### src/rtl/nn_smoothgrad_polar_bank_pkg.sv
// Shared helpers for the sign-magnitude stochastic integrator bank.
package nn_smoothgrad_polar_bank_pkg;

  // Saturate a loaded resistance into [lo, hi].
  function automatic int unsigned clamp_res(int unsigned v, int unsigned lo, int unsigned hi);
    if (v < lo) return lo;
    if (v > hi) return hi;
    return v;
  endfunction

  // Resistance bounds must be ordered and representable in nr bits.
  function automatic bit res_range_ok(int unsigned lo, int unsigned hi, int unsigned nr);
    return (lo <= hi) && (hi <= ((32'd1 << nr) - 32'd1));
  endfunction

  // Width of the same-direction run counter; at least one bit even when decay is off.
  function automatic int unsigned run_width(int unsigned decay_steps);
    return (decay_steps == 0) ? 1 : $clog2(decay_steps + 1);
  endfunction

  // Low bit index of channel c in a bus packed w bits per channel.
  function automatic int unsigned slice_lo(int unsigned c, int unsigned w);
    return c * w;
  endfunction

endpackage

### src/rtl/nn_smoothgrad_polar_bank_ch.sv
// One channel: stochastic sign-magnitude integrator with adaptive resistance.
module nn_smoothgrad_polar_ch
  import nn_smoothgrad_polar_bank_pkg::*;
#(
  parameter int unsigned N           = 8,
  parameter int unsigned NR          = 9,
  parameter int unsigned RES_MAX     = (1 << NR) - 1,
  parameter int unsigned RES_MIN     = 0,
  parameter int unsigned DECAY_STEPS = 16
) (
  input  logic          clk_i,
  input  logic          init_ni,
  input  logic          en_i,
  input  logic          adapt_en_i,
  input  logic          in_ss_i,
  input  logic          sign_i,
  input  logic [N-1:0]  out_init_i,
  input  logic          sign_out_init_i,
  input  logic [NR-1:0] res_init_i,
  output logic [N-1:0]  out_o,
  output logic          sign_out_o,
  output logic [NR-1:0] res_o,
  output logic          rev_pulse_o,
  output logic          sat_o
);

  localparam int unsigned RunW = run_width(DECAY_STEPS);
  localparam logic [N-1:0] OutMax = '1;

  logic [N-1:0]    out_q, out_d;
  logic            sign_q, sign_d;
  logic [NR-1:0]   flag_q, flag_d;
  logic [NR-1:0]   res_q, res_d;
  logic            last_dir_q, last_dir_d;
  logic            dir_valid_q, dir_valid_d;
  logic [RunW-1:0] run_q, run_d, run_inc;
  logic            rev_q, rev_d;
  logic [NR-1:0]   res_init_clamped;

  assign res_init_clamped = NR'(clamp_res(32'(res_init_i), RES_MIN, RES_MAX));

  // Next-state: count active bits until res is reached, then step and adapt.
  always_comb begin
    out_d       = out_q;
    sign_d      = sign_q;
    flag_d      = flag_q;
    res_d       = res_q;
    last_dir_d  = last_dir_q;
    dir_valid_d = dir_valid_q;
    run_d       = run_q;
    rev_d       = 1'b0;
    run_inc     = run_q + RunW'(1);
    if (en_i && in_ss_i) begin
      if (flag_q < res_q) begin
        flag_d = flag_q + NR'(1);
      end else begin
        flag_d = '0;
        // A zero magnitude has no sign of its own; the next step adopts SIGN.
        if (out_q == '0) begin
          out_d  = N'(1);
          sign_d = sign_i;
        end else if (sign_i == sign_q) begin
          if (out_q != OutMax) out_d = out_q + N'(1);
        end else begin
          out_d = out_q - N'(1);
        end
        if (adapt_en_i) begin
          if (dir_valid_q && (sign_i != last_dir_q)) begin
            if (res_q < NR'(RES_MAX)) res_d = res_q + NR'(1);
            run_d = '0;
            rev_d = 1'b1;
          end else begin
            run_d = run_inc;
            if ((DECAY_STEPS != 0) && (run_inc == RunW'(DECAY_STEPS))) begin
              if (res_q > NR'(RES_MIN)) res_d = res_q - NR'(1);
              run_d = '0;
            end
          end
          last_dir_d  = sign_i;
          dir_valid_d = 1'b1;
        end
      end
    end
  end

  // State register with synchronous active-low load of the init values.
  always_ff @(posedge clk_i) begin
    if (!init_ni) begin
      out_q       <= out_init_i;
      sign_q      <= sign_out_init_i;
      res_q       <= res_init_clamped;
      flag_q      <= '0;
      run_q       <= '0;
      last_dir_q  <= 1'b0;
      dir_valid_q <= 1'b0;
      rev_q       <= 1'b0;
    end else begin
      out_q       <= out_d;
      sign_q      <= sign_d;
      res_q       <= res_d;
      flag_q      <= flag_d;
      run_q       <= run_d;
      last_dir_q  <= last_dir_d;
      dir_valid_q <= dir_valid_d;
      rev_q       <= rev_d;
    end
  end

  assign out_o       = out_q;
  assign sign_out_o  = sign_q;
  assign res_o       = res_q;
  assign rev_pulse_o = rev_q;
  assign sat_o       = (out_q == OutMax);

endmodule

### src/rtl/nn_smoothgrad_polar_bank.sv
// Bank of independent stochastic sign-magnitude integrators.
module nn_smoothgrad_polar_bank
  import nn_smoothgrad_polar_bank_pkg::*;
#(
  parameter int unsigned NCH         = 4,
  parameter int unsigned N           = 8,
  parameter int unsigned NR          = 9,
  parameter int unsigned RES_MAX     = (1 << NR) - 1,
  parameter int unsigned RES_MIN     = 0,
  parameter int unsigned DECAY_STEPS = 16
) (
  input  logic              CLK,
  input  logic              INIT_N,
  input  logic              EN,
  input  logic              ADAPT_EN,
  input  logic [NCH-1:0]    IN_SS,
  input  logic [NCH-1:0]    SIGN,
  input  logic [NCH*N-1:0]  OUT_INIT,
  input  logic [NCH-1:0]    SIGN_OUT_INIT,
  input  logic [NCH*NR-1:0] RES_INIT,
  output logic [NCH*N-1:0]  OUT,
  output logic [NCH-1:0]    SIGN_out,
  output logic [NCH*NR-1:0] RES_OUT,
  output logic [NCH-1:0]    REV_PULSE,
  output logic [NCH-1:0]    SAT
);

  if (!res_range_ok(RES_MIN, RES_MAX, NR)) begin : g_bad_range
    $error("RES_MIN/RES_MAX out of order or not representable in NR bits");
  end

  for (genvar c = 0; c < NCH; c++) begin : g_ch
    localparam int unsigned OLo = slice_lo(c, N);
    localparam int unsigned RLo = slice_lo(c, NR);

    nn_smoothgrad_polar_ch #(
      .N           (N),
      .NR          (NR),
      .RES_MAX     (RES_MAX),
      .RES_MIN     (RES_MIN),
      .DECAY_STEPS (DECAY_STEPS)
    ) u_ch (
      .clk_i           (CLK),
      .init_ni         (INIT_N),
      .en_i            (EN),
      .adapt_en_i      (ADAPT_EN),
      .in_ss_i         (IN_SS[c]),
      .sign_i          (SIGN[c]),
      .out_init_i      (OUT_INIT[OLo +: N]),
      .sign_out_init_i (SIGN_OUT_INIT[c]),
      .res_init_i      (RES_INIT[RLo +: NR]),
      .out_o           (OUT[OLo +: N]),
      .sign_out_o      (SIGN_out[c]),
      .res_o           (RES_OUT[RLo +: NR]),
      .rev_pulse_o     (REV_PULSE[c]),
      .sat_o           (SAT[c])
    );
  end

endmodule

### config.mk
export PLATFORM = sky130hd
export DESIGN_NAME = nn_smoothgrad_polar_bank
export DESIGN_NICKNAME = d
export VERILOG_FILES = /design/src/rtl/nn_smoothgrad_polar_bank_pkg.sv /design/src/rtl/nn_smoothgrad_polar_bank_ch.sv /design/src/rtl/nn_smoothgrad_polar_bank.sv
export SDC_FILE = /design/constraint.sdc
export NUM_CORES = 1
export LEC_CHECK = 0
export CAP_MARGIN = 20
export CORE_ASPECT_RATIO = 0.75
export CORE_UTILIZATION = 59
export CTS_CLUSTER_SIZE = 12
export DETAILED_ROUTE_END_ITERATION = 12
export PLACE_DENSITY = 0.95
export SLEW_MARGIN = 15
export SYNTH_ARGS = -nofsm -noshare
export SYNTH_HDL_FRONTEND = slang
export SYNTH_SLANG_ARGS = --single-unit
### constraint.sdc
create_clock -name CLK -period 3.9 [get_ports CLK]
set_input_delay 0.585 -clock CLK [delete_from_list [all_inputs] [get_ports CLK]]
set_output_delay 0.585 -clock CLK [all_outputs]
set_load 0.02 [all_outputs]
## After elaboration in Yosys (flattened, before gate mapping)

Index checks and enable logic that the tools add are counted.

| storage, ports and cells | value |
|---|---|
| register bits after elaboration | 140 |
| bits of input ports | 84 |
| output and inout bits | 80 |

| cells by class | value |
|---|---|
| add/subtract/negate cells | 24 |
| order comparisons | 12 |
| equal/unequal tests | 49 |
| muxes and demuxes | 88 |
| bitwise logic cells | 10 |
| reductions and logical operators | 32 |

Operators with widths:

| cell | count |
|---|---|
| $mux W9 | 36 |
| $mux W8 | 24 |
| $add A9 B1 Y9 const B | 8 |
| $mux W5 | 8 |
| $gt A9 B1 Y1 const B | 4 |
| $lt A9 B9 Y1 | 4 |
| $lt A9 B9 Y1 const B | 4 |
| $reduce_and A3 Y1 | 12 |
| $sub A9 B1 Y9 const B | 4 |
| $add A8 B1 Y8 const B | 4 |
| $eq A8 B8 Y1 const B | 4 |
| $logic_not A8 Y1 | 4 |
| $ne A8 B8 Y1 const B | 4 |
| $sub A8 B1 Y8 const B | 4 |
| $ne A3 B1 Y1 const B | 8 |
| $reduce_and A6 Y1 | 4 |
| $add A5 B1 Y5 const B | 4 |
| $eq A5 B5 Y1 const B | 4 |
| $mux W1 | 20 |
| $ne A2 B1 Y1 const B | 9 |
| $ne A4 B3 Y1 const B | 4 |
| $reduce_or A4 Y1 | 4 |
| $ne A3 B3 Y1 const B | 4 |
| $not A1 Y1 | 10 |
| 4 further kinds | 20 |

## Depth between registers and ports, before layout

Gate-level depths: netlist of run 1.

| logic depth | value |
|---|---|
| word-level depth | 8 |
| gate-level depth with buffers | 11 |
| mapped depth without buffers | 10 |

## Modules after synthesis

A second synthesis of run 1 with hierarchy kept.

| unflattened totals | value |
|---|---|
| cell total of the unflattened synthesis | 1072 |
| area, all modules | 9979.6 um^2 |

By module, submodules not included:

| module | times used | cells an instance | area each (um^2) | sequential area each (um^2) |
|---|---|---|---|---|
| nn_smoothgrad_polar_ch (g_ch[2].u_ch ...) | 2 | 268 | 2498.6 | 880.8 |
| nn_smoothgrad_polar_ch (g_ch[0].u_ch) | 1 | 266 | 2498.6 | 880.8 |
| nn_smoothgrad_polar_ch (g_ch[1].u_ch) | 1 | 270 | 2483.6 | 880.8 |

## Least setup slack after synthesis of run 1

OpenSTA, ideal clock, no wires.

| path | value |
|---|---|
| path kind | input to register |
| start point | input port SIGN[3] |
| end point | register g_ch[3].u_ch.res_q[7] (data pin) |
| setup time | 260 ps |
| arrival time | 2577 ps |
| required time | 3640 ps |
| slack | 1063 ps |
| stages | 11 |
| buffers on the path | 1 |
| path through | xor2_1 and2_1 clkbuf_1 inv_1 ha_1 a21o_1 a21oi_1 o21ai_0 a31oi_1 xnor2_1 mux2_2 |

| between the ends | value |
|---|---|
| word-level cells in the longest chain between the ends | 7 |

RTL lines:

| item | line | source |
|---|---|---|
| start, declared | nn_smoothgrad_polar_bank.sv:17 | `input logic [NCH-1:0] SIGN,` |
| $ne A1 B1 Y1 | nn_smoothgrad_polar_bank_ch.sv:68 | `if (dir_valid_q && (sign_i != last_dir_q)) begin` |
| $logic_and A1 B1 Y1 | nn_smoothgrad_polar_bank_ch.sv:68 |  |
| $mux W9 | nn_smoothgrad_polar_bank_ch.sv:68 |  |
| $mux W9 | nn_smoothgrad_polar_bank_ch.sv:67 | `if (adapt_en_i) begin` |
| $mux W9 | nn_smoothgrad_polar_bank_ch.sv:54 | `if (flag_q < res_q) begin` |
| $mux W9 | nn_smoothgrad_polar_bank_ch.sv:53 | `if (en_i && in_ss_i) begin` |
| $mux W9 | nn_smoothgrad_polar_bank_ch.sv:88 | `if (!init_ni) begin` |
| end signal, assigned | nn_smoothgrad_polar_bank_ch.sv:91 | `res_q <= res_init_clamped;` |
| end signal, assigned | nn_smoothgrad_polar_bank_ch.sv:100 | `res_q <= res_d;` |
| end, declared | nn_smoothgrad_polar_bank_ch.sv:33 | `logic [NR-1:0] res_q, res_d;` |

No other way between the ends. The select of a mux whose other input is x is not followed.
A chain may end at the register's enable or synchronous reset.

## Final worst setup path of run 1

| path | value |
|---|---|
| start point | input port SIGN[0] |
| end point | register g_ch[0].u_ch.res_q[8] (data pin) |

| between the ends | value |
|---|---|
| word-level cells in the longest chain between the ends | 7 |

RTL lines:

| item | line |
|---|---|
| $ne A1 B1 Y1 | nn_smoothgrad_polar_bank_ch.sv:68 |
| $logic_and A1 B1 Y1 | nn_smoothgrad_polar_bank_ch.sv:68 |
| $mux W9 | nn_smoothgrad_polar_bank_ch.sv:68 |
| $mux W9 | nn_smoothgrad_polar_bank_ch.sv:67 |
| $mux W9 | nn_smoothgrad_polar_bank_ch.sv:54 |
| $mux W9 | nn_smoothgrad_polar_bank_ch.sv:53 |
| $mux W9 | nn_smoothgrad_polar_bank_ch.sv:88 |
| end signal, assigned | nn_smoothgrad_polar_bank_ch.sv:91 |
| end signal, assigned | nn_smoothgrad_polar_bank_ch.sv:100 |
| end, declared | nn_smoothgrad_polar_bank_ch.sv:33 |

No other way between the ends. The select of a mux whose other input is x is not followed.

==> results of run 1 <==
worst reg2reg max path, delay by kind of cell, from the launching register on:
kind	cells	cell delay, ns
buf+inv	1	0.28
xor+xnor	2	0.42
compound gates	2	0.41
fa+ha+maj	1	0.37
simple gates	4	0.79
flops	1	0.36
synthesized netlist by cell type (8+ instances only):
master	instances
nor4_1	24
o2bb2ai_1	28
a21o_1	8
edfxtp_1	72
o21ai_0	52
fa_1	8
clkbuf_1	11
buf_4	13
nor3_1	39
xnor2_1	49
nand2_1	81
xor2_1	40
o211ai_1	15
nand3_1	48
ha_1	92
inv_1	64
a21oi_1	70
dfxtp_1	68
nor2_1	86
nand4_1	20
mux2_2	30
o21bai_1	16
power by group through the flow:
| stage | clock [mW] | combinational [mW] | sequential [mW] |
|---|---|---|---|
| 2_1_floorplan | 0 | 0.782 | 1.93 |
| 3_3_place_gp | 0 | 1.28 | 1.86 |
| 3_5_place_dp | 0 | 1.34 | 1.86 |
| 4_1_cts | 1.84 | 1.37 | 1.83 |
| 5_1_grt | 1.92 | 1.50 | 1.85 |
| 6_report | 1.83 | 1.38 | 1.84 |
final cells by class:
type / count / share of cell area (%)
Clock inverter: 15 / 1.86
Timing Repair Buffer: 180 / 14.4
Clock buffer: 17 / 3.49
Inverter: 64 / 1.97
Sequential cell: 140 / 28.9
Tap cell: 210 / 2.16
Multi-Input combinational cell: 810 / 47.2
cell usage in the layout, fill, tap and decap left out, drive strengths merged, types with 28 or more instances in the layout:
cell type and instances:
ha 92, o21ai 59, o2bb2ai 28, edfxtp 72, nor2 87, a21oi 70, xor2 40, xnor2 49
nand3 48, mux2 30, dfxtp 68, nor3 39, nand2 81, clkdlybuf4s50 162, inv 64
state kept, by name (all words and copies together) (netlist names):
register and cells:
g_ch.u_ch.dir_valid_q 4, g_ch.u_ch.flag_q 36, g_ch.u_ch.out_o 32, g_ch.u_ch.sign_out_o 4
g_ch.u_ch.res_o 36, g_ch.u_ch.last_dir_q 4, g_ch.u_ch.run_q 20, g_ch.u_ch.rev_pulse_o 4
kinds of logic (layout without fill, tap and decap cells):
family / Yosys count / count (layout) / share of synthesized area [%]
AND/OR/NAND/NOR: 354 / 354 / 18.1
AO/OA/AOI/OAI: 231 / 231 / 15.4
flip-flops: 140 / 140 / 36.3
adder cells (fa/ha/maj): 100 / 100 / 13.5
buffers and inverters: 99 / 276 / 4.48
XOR/XNOR: 89 / 89 / 8.04
multiplexers: 36 / 36 / 4.10
worst max-delay path by stage:
stage	start	endpoint	slack, ns	cells past startpoint
floorplan	SIGN[3]	g_ch[3].u_ch.res_o[7]	1.06	11
CTS	SIGN[2]	g_ch[2].u_ch.res_o[8]	0.71	11
global route	SIGN[2]	g_ch[2].u_ch.res_o[8]	0.45	11
detailed placement	SIGN[2]	g_ch[2].u_ch.res_o[8]	0.28	11
finish	SIGN[0]	g_ch[0].u_ch.res_o[8]	0.64	11
global placement	SIGN[2]	g_ch[2].u_ch.res_o[7]	0.43	11
per-stage QoR:
step | cells | instance area (um2) | worst slack, ns | power (mW) | hold slack, ns
after detailed placement | 1404 | 11500 | 0.275 | 3.20 | 0.435
final | 1436 | 12200 | 0.645 | 5.05 | 0.445
after floorplan | 1049 | 9700 | 1.06 | 2.71 | 0.421
after global placement | 1404 | 11500 | 0.425 | 3.14 | 0.429
after global routing | 1436 | 12200 | 0.450 | 5.27 | 0.476
after CTS | 1436 | 12200 | 0.711 | 5.04 | 0.444
layer usage:
layer,track usage (%),wire length (um),vias to the layer above,share of wire (%)
li1,-,-,4195,-
met4,12.2,680,0,2.6
met1,41.3,11100,4106,43
met2,49.8,11800,447,46
met5,0,0,-,0
met3,7.58,2180,70,8.5
==> qor.csv, run 1 <==
metric;value;unit
outcome;finished, final reports clean;
worst hold path startpoint;g_ch[1].u_ch.dir_valid_q;
row count;40;
area of the multi-input gates;5740;um2
RSZ-0062 raised after global routing;no;
clk sink count;140;
Max stage delay cell, worst path;clkdlybuf4s50_1;
Fillers;1035;
Die Span X;150;um
Yosys cell types;64;
combinational power share;27.3;%
Syn Area/Cell;9.25;um2
first-pass GRT wire length;42200;um
Mapped Nets;1233;
IO Pins;164;
synth warn;0;
Core Footprint;16100;um2
worst IR drop on VDD;0.280;mV
die area;17000;um2
Max Slew Vio Count;0;
arrival time worst endpoint;3.42;ns
Hold EP;g_ch[1].u_ch.dir_valid_q;
internal power;3.54;mW
Clock power frac;36.2;%
critical path endpoint category;flop;
layout cells sized above 1;7.50;%
Routability Congestion;0.928;
CTS Buf Count;17;
Tmin final;3.26;ns
Vias/cell;6.14;
cell area power density;415;nW/um2
post-synthesis sequential area ratio;36.3;%
Hold Fails Final Rpt;0;
share of synthesized flip-flops with an asynchronous set or reset;0;%
Mapped Cells;1049;
area share of the largest cell type after synthesis;22.3;%
type of origin of the critical path;input pin;
routed via count;8818;
Yosys reg bits;140;
Total GRT Usage;31.4;%
clk_skew;0.00884;ns
Core Util, Final;75.8;%
r2r startpoint;g_ch[0].u_ch.last_dir_q;
flop-to-flop setup slack;1.00;ns
hold_buf cts;0;
WP buf/inv;2;
Crit Path Max Fanout;11;
Setup CP Type;in -> reg;
Avg WL per Cell;18.0;um
# DRC;0;
Clk pin slew, worst setup/hold paths;0.06;ns
ys flop type;edfxtp_1;
vias in the first global route;8650;
Min-Delay Path Depth;2;
CP max stage delay;0.55;ns
GRT overflow;0;
Reg2Reg Capture Point;g_ch[0].u_ch.res_o[8];
initial core utilization;60.4;%
Finish-stage setup viols;0;
dpl hpwl;18400;um
Clock Latency Late Sink;0.43;ns
Area contributors post-synth;edfxtp_1, dfxtp_1, ha_1;
die height;113;um
area leader, netlist;edfxtp_1;
worst-path cell chain;clkdlybuf4s50_1 -> xor2_1 -> nand2_1 -> buf_4 -> ha_1 -> nand3_1 -> o211ai_1 -> nor4_1 -> nor3_1 -> xnor2_1 -> o21ai_0;
final wirelength;25800;um
Max clock buf depth;2;
Psw;1.51;mW
measured slew at the worst slew-check pin;0.861;ns
Root Buffer;clkbuf_16;
Pleak;4.67;nW
post-CTS setup buffer count;0;
Cell Area, Synth;9700;um2
Reg2Reg Depth;10;
Starting DRT DRC Count;770;
Switching Share;30.0;%
Antenna Cells;0;
initial antenna violation count;1;
Sequential Power Share;36.5;%
number of antenna-violating nets in the routed design;0;
Post-synth EDFFs;72;
fmax;0.307;GHz
area added between synthesis and finish;25.5;%
drt pass-1 iters;6;
Required @ worst endpoint;4.07;ns
CTS tree;done;
PortBufs;163;
Sum Neg Setup Slack;0;ns
register area;3520;um2
Max Cap Viol;0;
H-tree levels;4;
slew margin rel.;42.4;%
fin crit share;83.5;%
CP delay by family, top;buffers and inverters;
Hold Path Class;reg -> reg;
Post-layout nets;1397;
largest net degree at the start of global routing;43;
post-cts resize count;0;
(Power assumes the default switching activity.)
==> run 2: changes to the inputs <==
Settings changed: CORE_UTILIZATION 59 to 49, PLACE_DENSITY 0.95 to 0.86.
Clock period 3.9 ns to 2.9 ns, I/O delays scaled along.
==> run 2 against run 1 <==
  * Via count rose by 1.5%
  * Worst setup slack lost 0.44 ns
  * Critical path depth increased by 1
  * Register-to-register slack lost 0.80 ns
  * Largest power group unchanged
==> qor.csv, run 2 (synthesis gave the netlist of run 1 again) <==
metric;value;unit;change
outcome;finished, final reports clean;;
PortBufs;163;;unchanged
Core Util, Final;65.4;%;-10 points
most frequent cells in the layout;clkdlybuf4s50_1, ha_1, nor2_1, buf_4, nand2_1;;
fmax;0.370;GHz;
Fillers;1527;;+48%
type of origin of the critical path;input pin;;
Required @ worst endpoint;3.05;ns;-1.02 ns
post-CTS setup buffer count;0;;unchanged
area added between synthesis and finish;30.7;%;
drt pass-1 iters;7;;+1
Clk pin slew, worst setup/hold paths;0.06;ns;about the same
Die Span X;164;um;+9.6%
Sequential Power Share;37.2;%;+0.7 points
Min-Delay Path Depth;2;;unchanged
first-pass GRT wire length;43300;um;+2.7%
clk sink count;140;;unchanged
row count;44;;+10%
measured slew at the worst slew-check pin;0.622;ns;-0.239 ns
critical path endpoint category;flop;;
overall power;6.62;mW;+31%
layout cells sized above 1;12.5;%;+5.0 points
number of antenna-violating nets in the routed design;0;;unchanged
Crit Path Max Fanout;5;;-6
combinational power share;29.9;%;+2.6 points
fin worst setup slack;0.200;ns;-0.445 ns
initial core utilization;50.1;%;-10 points
DP Cell Count;1513;;+7.8%
Antenna Cells;0;;unchanged
cell area power density;522;nW/um2;+26%
largest net degree at the start of global routing;51;;+19%
Reg2Reg Capture Point;g_ch[0].u_ch.out_o[7];;
Hold Path Class;reg -> reg;;
post-cts resize count;0;;unchanged
CTS tree;done;;
hold_buf cts;0;;unchanged
CTS Buf Count;17;;unchanged
final wirelength;26500;um;+2.5%
die height;124;um;+9.6%
Switching Share;31.1;%;+1.2 points
most common cell after layout, fill and taps aside;clkdlybuf4s50_1;;
Non-Filler Instances;1545;;+7.6%
RSZ-0062 raised after global routing;no;;
Setup CP Type;in -> reg;;
placed cell areas;12100;um2;+4.9%
r2r startpoint;g_ch[0].u_ch.res_o[8];;
Clock power frac;32.9;%;-3.3 points
Max clock buf depth;2;;unchanged
fin crit share;93.1;%;
DP Worst Slack;-0.205;ns;-0.480 ns
Post-layout nets;1463;;+4.7%
Pleak;4.97;nW;+6.5%
internal power;4.56;mW;+29%
H-tree levels;4;;unchanged
Psw;2.06;mW;+36%
Vias/cell;5.79;;-5.7%
Avg WL per Cell;17.1;um;-4.7%
Hold Fails Final Rpt;0;;unchanged
worst hold margin;0.445;ns;+0.000440 ns
IO Pins;164;;unchanged
Total GRT Usage;26.8;%;-4.6 points
routed via count;8946;;+1.5%
Finish-stage setup viols;0;;unchanged
GRT overflow;0;;unchanged
Routability Congestion;0.898;;-3.2%
worst IR drop on VDD;0.287;mV;+2.6%
Tmin final;2.70;ns;
final instance area;12700;um2;+4.2%
initial antenna violation count;1;;unchanged
Clock Latency Late Sink;0.42;ns;about the same
clk_skew;0.0113;ns;+0.00249 ns
flop-to-flop setup slack;0.20;ns;-0.80 ns
arrival time worst endpoint;2.85;ns;-0.57 ns
# DRC;0;;unchanged
Sum Neg Setup Slack;0;ns;unchanged
Reg2Reg Depth;8;;-2
dpl hpwl;19400;um;+5.5%
Root Buffer;clkbuf_16;;
worst hold path startpoint;g_ch[1].u_ch.dir_valid_q;;
die area;20400;um2;+20%
Max Slew Vio Count;0;;unchanged
Starting DRT DRC Count;755;;-1.9%
Max Cap Viol;0;;unchanged
Hold EP;g_ch[1].u_ch.dir_valid_q;;
vias in the first global route;8845;;+2.3%
Core Footprint;19400;um2;+21%
slew margin rel.;58.5;%;+16 points
## run 2: cell type report
type	count	area, um2	area share [%]
clock buffer	24	539	4.25
clock inverter	8	50.0	0.395
inverter	64	240	1.89
multi-input combinational	810	5750	45.3
sequential	140	3520	27.8
tap	253	317	2.50
timing repair buffer	246	2260	17.8
## run 2: worst max-delay path, cell delays in order
cell and delay (ns):
clkdlybuf4s50_1 0.53, xor2_1 0.16, and2_1 0.17, inv_1 0.10, buf_4 0.17, ha_1 0.30
a21oi_1 0.20, o211ai_1 0.16, nor4_1 0.21, nor3_1 0.11, xnor2_1 0.22, o21ai_0 0.09
## run 2: how the worst max path moves through the flow
stage / startpoint / cells past startpoint / end
2_1_floorplan: g_ch[0].u_ch.res_o[8] / 8 / g_ch[0].u_ch.res_o[0]
3_3_place_gp: SIGN[1] / 11 / g_ch[1].u_ch.res_o[7]
3_5_place_dp: SIGN[2] / 12 / g_ch[2].u_ch.res_o[8]
4_1_cts: SIGN[3] / 10 / g_ch[3].u_ch.out_o[7]
5_1_grt: SIGN[3] / 12 / g_ch[3].u_ch.res_o[8]
6_report: SIGN[3] / 12 / g_ch[3].u_ch.res_o[8]
## run 2: power by group through the flow
stage / clock network, mW / registers, mW / logic [mW]
after global routing: 2.27 / 2.48 / 2.16
after detailed placement: 0 / 2.50 / 1.94
final: 2.18 / 2.46 / 1.98
after CTS: 2.20 / 2.46 / 1.97
after global placement: 0 / 2.49 / 1.86
after floorplan: 0 / 2.60 / 1.05
## run 2: layer usage
layer	global-route usage, %	wire, um	part of all wire [%]
met4	7.00	397	1.5
met3	5.49	1880	7.1
met5	0	17	0.064
met1	35.4	11700	44
met2	44.7	12400	47
